File: config.mk
export PLATFORM = sky130hd
export DESIGN_NAME = uart_rx
export DESIGN_NICKNAME = d
export VERILOG_FILES = /design/src/rtl/uart_rx.sv
export SDC_FILE = /design/constraint.sdc
export NUM_CORES = 1
export LEC_CHECK = 0
export CORE_MARGIN = 8
export CORE_UTILIZATION = 35
export CTS_CLUSTER_SIZE = 25
export DETAILED_ROUTE_END_ITERATION = 8
export PLACE_DENSITY = 0.54
export SLEW_MARGIN = 10
export SYNTH_ARGS = -nofsm -noshare
export SYNTH_HDL_FRONTEND = slang
export SYNTH_SLANG_ARGS = --single-unit
File: constraint.sdc
create_clock -name CLK -period 3.3 [get_ports CLK]
set_clock_uncertainty 0.15 [all_clocks]
set_input_delay 0.99 -clock CLK [delete_from_list [all_inputs] [get_ports CLK]]
set_output_delay 0.99 -clock CLK [all_outputs]
set_load 0.05 [all_outputs]
File: src/rtl/uart_rx.sv
// uart_rx: 8N1 UART receiver clocked from a 16x oversample tick.
// Recovers bytes from the asynchronous serial line. Each byte is delivered on a
// one-deep valid/ready output register. Bad stop bits and dropped bytes are flagged.
//
// Ports:
//   CLK        in   system clock
//   rst_n      in   synchronous active-low reset
//   os_tick    in   one-CLK pulse at OS x baud
//   rx         in   asynchronous serial line, idles high
//   out_data   out  received byte (valid while out_valid=1)
//   out_valid  out  out_data holds an undelivered byte
//   out_ready  in   consumer accepts the byte when out_valid & out_ready
//   frame_err  out  one-CLK pulse on a bad stop bit
//   overrun    out  one-CLK pulse when a completed byte is dropped
//   busy       out  receiver is not idle (combinational from state)
module uart_rx #(
   parameter int unsigned DATA_BITS = 8,
   parameter int unsigned OS        = 16
) (
   input  logic                 CLK,
   input  logic                 rst_n,
   input  logic                 os_tick,
   input  logic                 rx,
   output logic [DATA_BITS-1:0] out_data,
   output logic                 out_valid,
   input  logic                 out_ready,
   output logic                 frame_err,
   output logic                 overrun,
   output logic                 busy
);

   localparam int unsigned CW = $clog2(OS);
   localparam int unsigned BW = (DATA_BITS > 1) ? $clog2(DATA_BITS) : 1;

   localparam logic [CW-1:0] CNT_MID  = CW'(OS / 2 - 1);
   localparam logic [CW-1:0] CNT_END  = CW'(OS - 1);
   localparam logic [BW-1:0] IDX_LAST = BW'(DATA_BITS - 1);

   typedef enum logic [2:0] {
      S_IDLE,
      S_START,
      S_DATA,
      S_STOP,
      S_BREAK
   } state_t;

   state_t               state_q, state_d;
   logic [CW-1:0]        os_cnt_q, os_cnt_d;
   logic [BW-1:0]        bit_idx_q, bit_idx_d;
   logic [DATA_BITS-1:0] shreg_q, shreg_d;
   logic [DATA_BITS-1:0] out_data_d;
   logic                 out_valid_d;
   logic                 frame_err_d;
   logic                 overrun_d;
   logic                 rx_m, rx_s;
   logic                 done_c;

   // Two-flop synchronizer for the asynchronous serial line
   always_ff @(posedge CLK) begin
      if (!rst_n) begin
         rx_m <= 1'b1;
         rx_s <= 1'b1;
      end else begin
         rx_m <= rx;
         rx_s <= rx_m;
      end
   end

   // State and datapath registers
   always_ff @(posedge CLK) begin
      if (!rst_n) begin
         state_q   <= S_IDLE;
         os_cnt_q  <= '0;
         bit_idx_q <= '0;
         shreg_q   <= '0;
         out_data  <= '0;
         out_valid <= 1'b0;
         frame_err <= 1'b0;
         overrun   <= 1'b0;
      end else begin
         state_q   <= state_d;
         os_cnt_q  <= os_cnt_d;
         bit_idx_q <= bit_idx_d;
         shreg_q   <= shreg_d;
         out_data  <= out_data_d;
         out_valid <= out_valid_d;
         frame_err <= frame_err_d;
         overrun   <= overrun_d;
      end
   end

   // Next-state, frame sampling and output register delivery
   always_comb begin
      state_d     = state_q;
      os_cnt_d    = os_cnt_q;
      bit_idx_d   = bit_idx_q;
      shreg_d     = shreg_q;
      out_data_d  = out_data;
      out_valid_d = out_valid;
      frame_err_d = 1'b0;
      overrun_d   = 1'b0;
      done_c      = 1'b0;

      if (out_valid && out_ready) begin
         out_valid_d = 1'b0;
      end

      if (os_tick) begin
         case (state_q)
            S_IDLE: begin
               if (!rx_s) begin
                  state_d  = S_START;
                  os_cnt_d = '0;
               end
            end

            // Re-check the line at mid start bit to reject glitches
            S_START: begin
               if (os_cnt_q == CNT_MID) begin
                  if (!rx_s) begin
                     state_d   = S_DATA;
                     os_cnt_d  = '0;
                     bit_idx_d = '0;
                  end else begin
                     state_d = S_IDLE;
                  end
               end else begin
                  os_cnt_d = os_cnt_q + CW'(1);
               end
            end

            // One full bit period after mid start lands on each bit centre
            S_DATA: begin
               if (os_cnt_q == CNT_END) begin
                  shreg_d  = {rx_s, shreg_q[DATA_BITS-1:1]};
                  os_cnt_d = '0;
                  if (bit_idx_q == IDX_LAST) begin
                     state_d = S_STOP;
                  end else begin
                     bit_idx_d = bit_idx_q + BW'(1);
                  end
               end else begin
                  os_cnt_d = os_cnt_q + CW'(1);
               end
            end

            S_STOP: begin
               if (os_cnt_q == CNT_END) begin
                  os_cnt_d = '0;
                  if (rx_s) begin
                     state_d = S_IDLE;
                     done_c  = 1'b1;
                  end else begin
                     frame_err_d = 1'b1;
                     state_d     = S_BREAK;
                  end
               end else begin
                  os_cnt_d = os_cnt_q + CW'(1);
               end
            end

            // Wait out a held-low line so it yields a single frame error
            S_BREAK: begin
               if (rx_s) begin
                  state_d = S_IDLE;
               end
            end

            default: begin
               state_d = S_IDLE;
            end
         endcase
      end

      // A completed byte loads if the register is free or being emptied now
      if (done_c) begin
         if (!out_valid || out_ready) begin
            out_data_d  = shreg_q;
            out_valid_d = 1'b1;
         end else begin
            overrun_d = 1'b1;
         end
      end
   end

   assign busy = (state_q != S_IDLE);

endmodule

==> impl_metrics.env <==
export IMPL_status="finished clean"
export IMPL_vias=1130
export IMPL_place_ws_ns=0.4650
export IMPL_place_area_mm2=0.001602
export IMPL_power_total_uw=719.9
export IMPL_synth_edff_count=0
export IMPL_swShare_pct=22.57
export IMPL_die_y_um=79.73
export IMPL_grt_max_degree=23
export IMPL_antenna_found_initial=0
export IMPL_crit_path_max_fanout=11
export IMPL_gp_congestion=0.8090
export IMPL_synthFlopType="dfxtp_1"
export IMPL_power_frac_clock_pct=41.2
export IMPL_dp_hpwl_um=2023
export IMPL_end_kind="primary output"
export IMPL_worst_slew_pin_slew_ns=0.5091
export IMPL_synth_seq_area_share_pct=43.66
export IMPL_synthesis_area_mm2=0.001421
export IMPL_ys_seq_elements=31
export IMPL_htreeDepth=2
export IMPL_tns_ns=0
export IMPL_r2r_start="os_cnt_q[0]"
export IMPL_seq_power_share_pct=53.4
export IMPL_track_usage_pct=9.841
export IMPL_period_share_pct=90.05
export IMPL_layout_commonest_cell="dfxtp_1"
export IMPL_synth_cell_types=42
export IMPL_critPathArrivalTime_ns=1.83
export IMPL_p_int_uw=557.4
export IMPL_grt_pass1_wl_um=4954
export IMPL_insertedDiodeCount=0
export IMPL_port_buffers=16
export IMPL_ff2ff_setup_slack_ns=1.43
export IMPL_start_util_pct=36.05
export IMPL_wl_um=2893
export IMPL_setup_viol=0
export IMPL_rsz0062_at_grt="no"
export IMPL_grt_ovfl_total=0
export IMPL_leakagePower_nw=0.5693
export IMPL_drc=0
export IMPL_hold_end="rx_s"
export IMPL_final_max_slew_viol_count=0
export IMPL_min_from="rx_m"
export IMPL_crit_type="reg2out"
export IMPL_grt_pass1_vias=1118
export IMPL_cp_data_required_time_ns=2.16
export IMPL_max_slew_margin_pct=65.95
export IMPL_finalNetCount=177
export IMPL_setup_worst_path_start_class="register"
export IMPL_hp_class="reg2reg"
export IMPL_die_area_mm2=0.006356
export IMPL_clkTransAtPathRegs_ns=0.06
export IMPL_via_per_inst=5.160
export IMPL_holdPathStages=1
export IMPL_instances_no_fill=219
export IMPL_pin_count=17
export IMPL_drt_pass1_iter_count=4
export IMPL_place_inst=212
export IMPL_cts_tree="yes"
export IMPL_reg2reg_to="shreg_q[3]"
export IMPL_synth_fp_nets=163
export IMPL_area_delta_synth_final_pct=18.93
export IMPL_yosysWarnings=0
export IMPL_drt_iter0_drc=85
export IMPL_maxCapViolCount=0
export IMPL_cts_buffer_depth=2
export IMPL_clock_sinks=31
export IMPL_final_setup_worst_slack_ns=0.3284
export IMPL_final_cell_mix="dfxtp_1 (30), nand2_1 (17), clkdlybuf4s50_1 (16)"
export IMPL_avgSynthCellArea_um2=9.170
export IMPL_final_area_mm2=0.001690
export IMPL_max_freq_ghz=0.3365
export IMPL_root_buffer="clkbuf_8"
export IMPL_core_area_mm2=0.003943
export IMPL_syn_inst=155
export IMPL_postRouteAntennaNets=0
export IMPL_drive_above_1_share_pct=8.876
export IMPL_switchingPower_uw=162.4
export IMPL_wl_per_cell_um=13.21
export IMPL_cts_buffers=5
export IMPL_vdd_drop_max_uv=230.2
export IMPL_die_w_um=79.73
export IMPL_finalHoldViolations=0
export IMPL_reg2reg_depth=5
export IMPL_final_min_clock_period_ns=2.972
export IMPL_insertion_delay_ns=0.28
export IMPL_pwr_share_comb_pct=5.4
export IMPL_rows=23
export IMPL_powerDensity_mw_per_mm2=425.9
export IMPL_ys_async_sr_fraction_pct=0
cell families after synthesis:
kind of cell | count (synthesis) | synth area share, %
buffers and inverters | 15 | 5.369
adder cells (fa/ha/maj) | 3 | 2.641
AO/OA/AOI/OAI | 31 | 14.09
multiplexers | 9 | 6.338
AND/OR/NAND/NOR | 64 | 26.67
flip-flops | 31 | 43.66
XOR/XNOR | 2 | 1.233
metal layers:
layer	share of wire, %	up-vias	track usage [%]
met5	0	-	0
met4	1.8	0	4.630
met3	5.5	5	4.279
met2	48	25	16.38
met1	44	532	10.44
li1	-	568	-
synth_stat cells (all sizes together), types with 2 or more instances:
cell type	count	share of area [%]
inv	3	0.79
dfxtp	31	44
nand2	17	4.5
a21oi	4	1.4
o22ai	4	1.8
nor2	5	1.3
o21ai	11	3.9
a32o	2	1.4
a21o	2	1.1
nor2b	9	4.0
nand3	10	3.5
ha	3	2.6
mux2i	9	6.3
buf	6	2.9
clkbuf	6	1.7
nor4	5	3.3
nand2b	7	3.6
nor3b	3	1.6
nor3	2	1.5
worst max path at each step:
stage / from / endpoint / slack [ns] / depth (start not counted)
floorplan: state_q[0] / busy / 1.08 / 4
global placement: state_q[0] / busy / 0.49 / 3
detailed placement: state_q[0] / busy / 0.47 / 3
CTS: state_q[0] / busy / 0.15 / 3
global route: state_q[1] / busy / 0.23 / 3
finish: state_q[1] / busy / 0.33 / 3
flip-flops by register name, summed over array words and instances, names as in the netlist:
signal,flops
out_data,8
shreg_q,8
os_cnt_q,4
bit_idx_q,3
state_q,3
frame_err,1
out_valid,1
overrun,1
rx_m,1
rx_s,1
power groups by stage:
stage	Sequential (mW)	Combinational, mW	Clock, mW
final	0.384	0.0388	0.297
after global routing	0.385	0.0425	0.324
after CTS	0.384	0.0391	0.308
after detailed placement	0.392	0.0388	0
after global placement	0.392	0.0387	0
after floorplan	0.387	0.0322	0
layout make-up:
class / count / area [µm²]
clock inverter: 1 / 5.005
fill: 391 / 2252
timing repair buffer: 19 / 182.7
tap: 50 / 62.56
sequential: 31 / 621.8
clock buffer: 6 / 82.58
inverter: 3 / 11.26
multi-input combinational: 109 / 724.4
stage by stage:
| step | hold WS [ns] | utilization [%] |
|---|---|---|
| 3_5_place_dp | 0.2556 | 40.62 |
| 4_1_cts | 0.2735 | 42.84 |
| 3_3_place_gp | 0.2505 | 40.62 |
| 5_1_grt | 0.2813 | 42.88 |
| 2_1_floorplan | 0.2363 | - |
| 6_report | 0.2659 | 42.88 |
repair_timing:
action,4_1_cts,5_1_grt
setup endpoints to repair,0,1
buffers inserted,0,0
resized for setup,0,1
hold buffers,0,0
worst max-delay path, stage by stage (launching register included):
cell             delay (ns)
dfxtp_1                0.55
nor2_1                 0.12
nand2_1                0.09
clkdlybuf4s50_1        0.79
(Power assumes the default switching activity.)
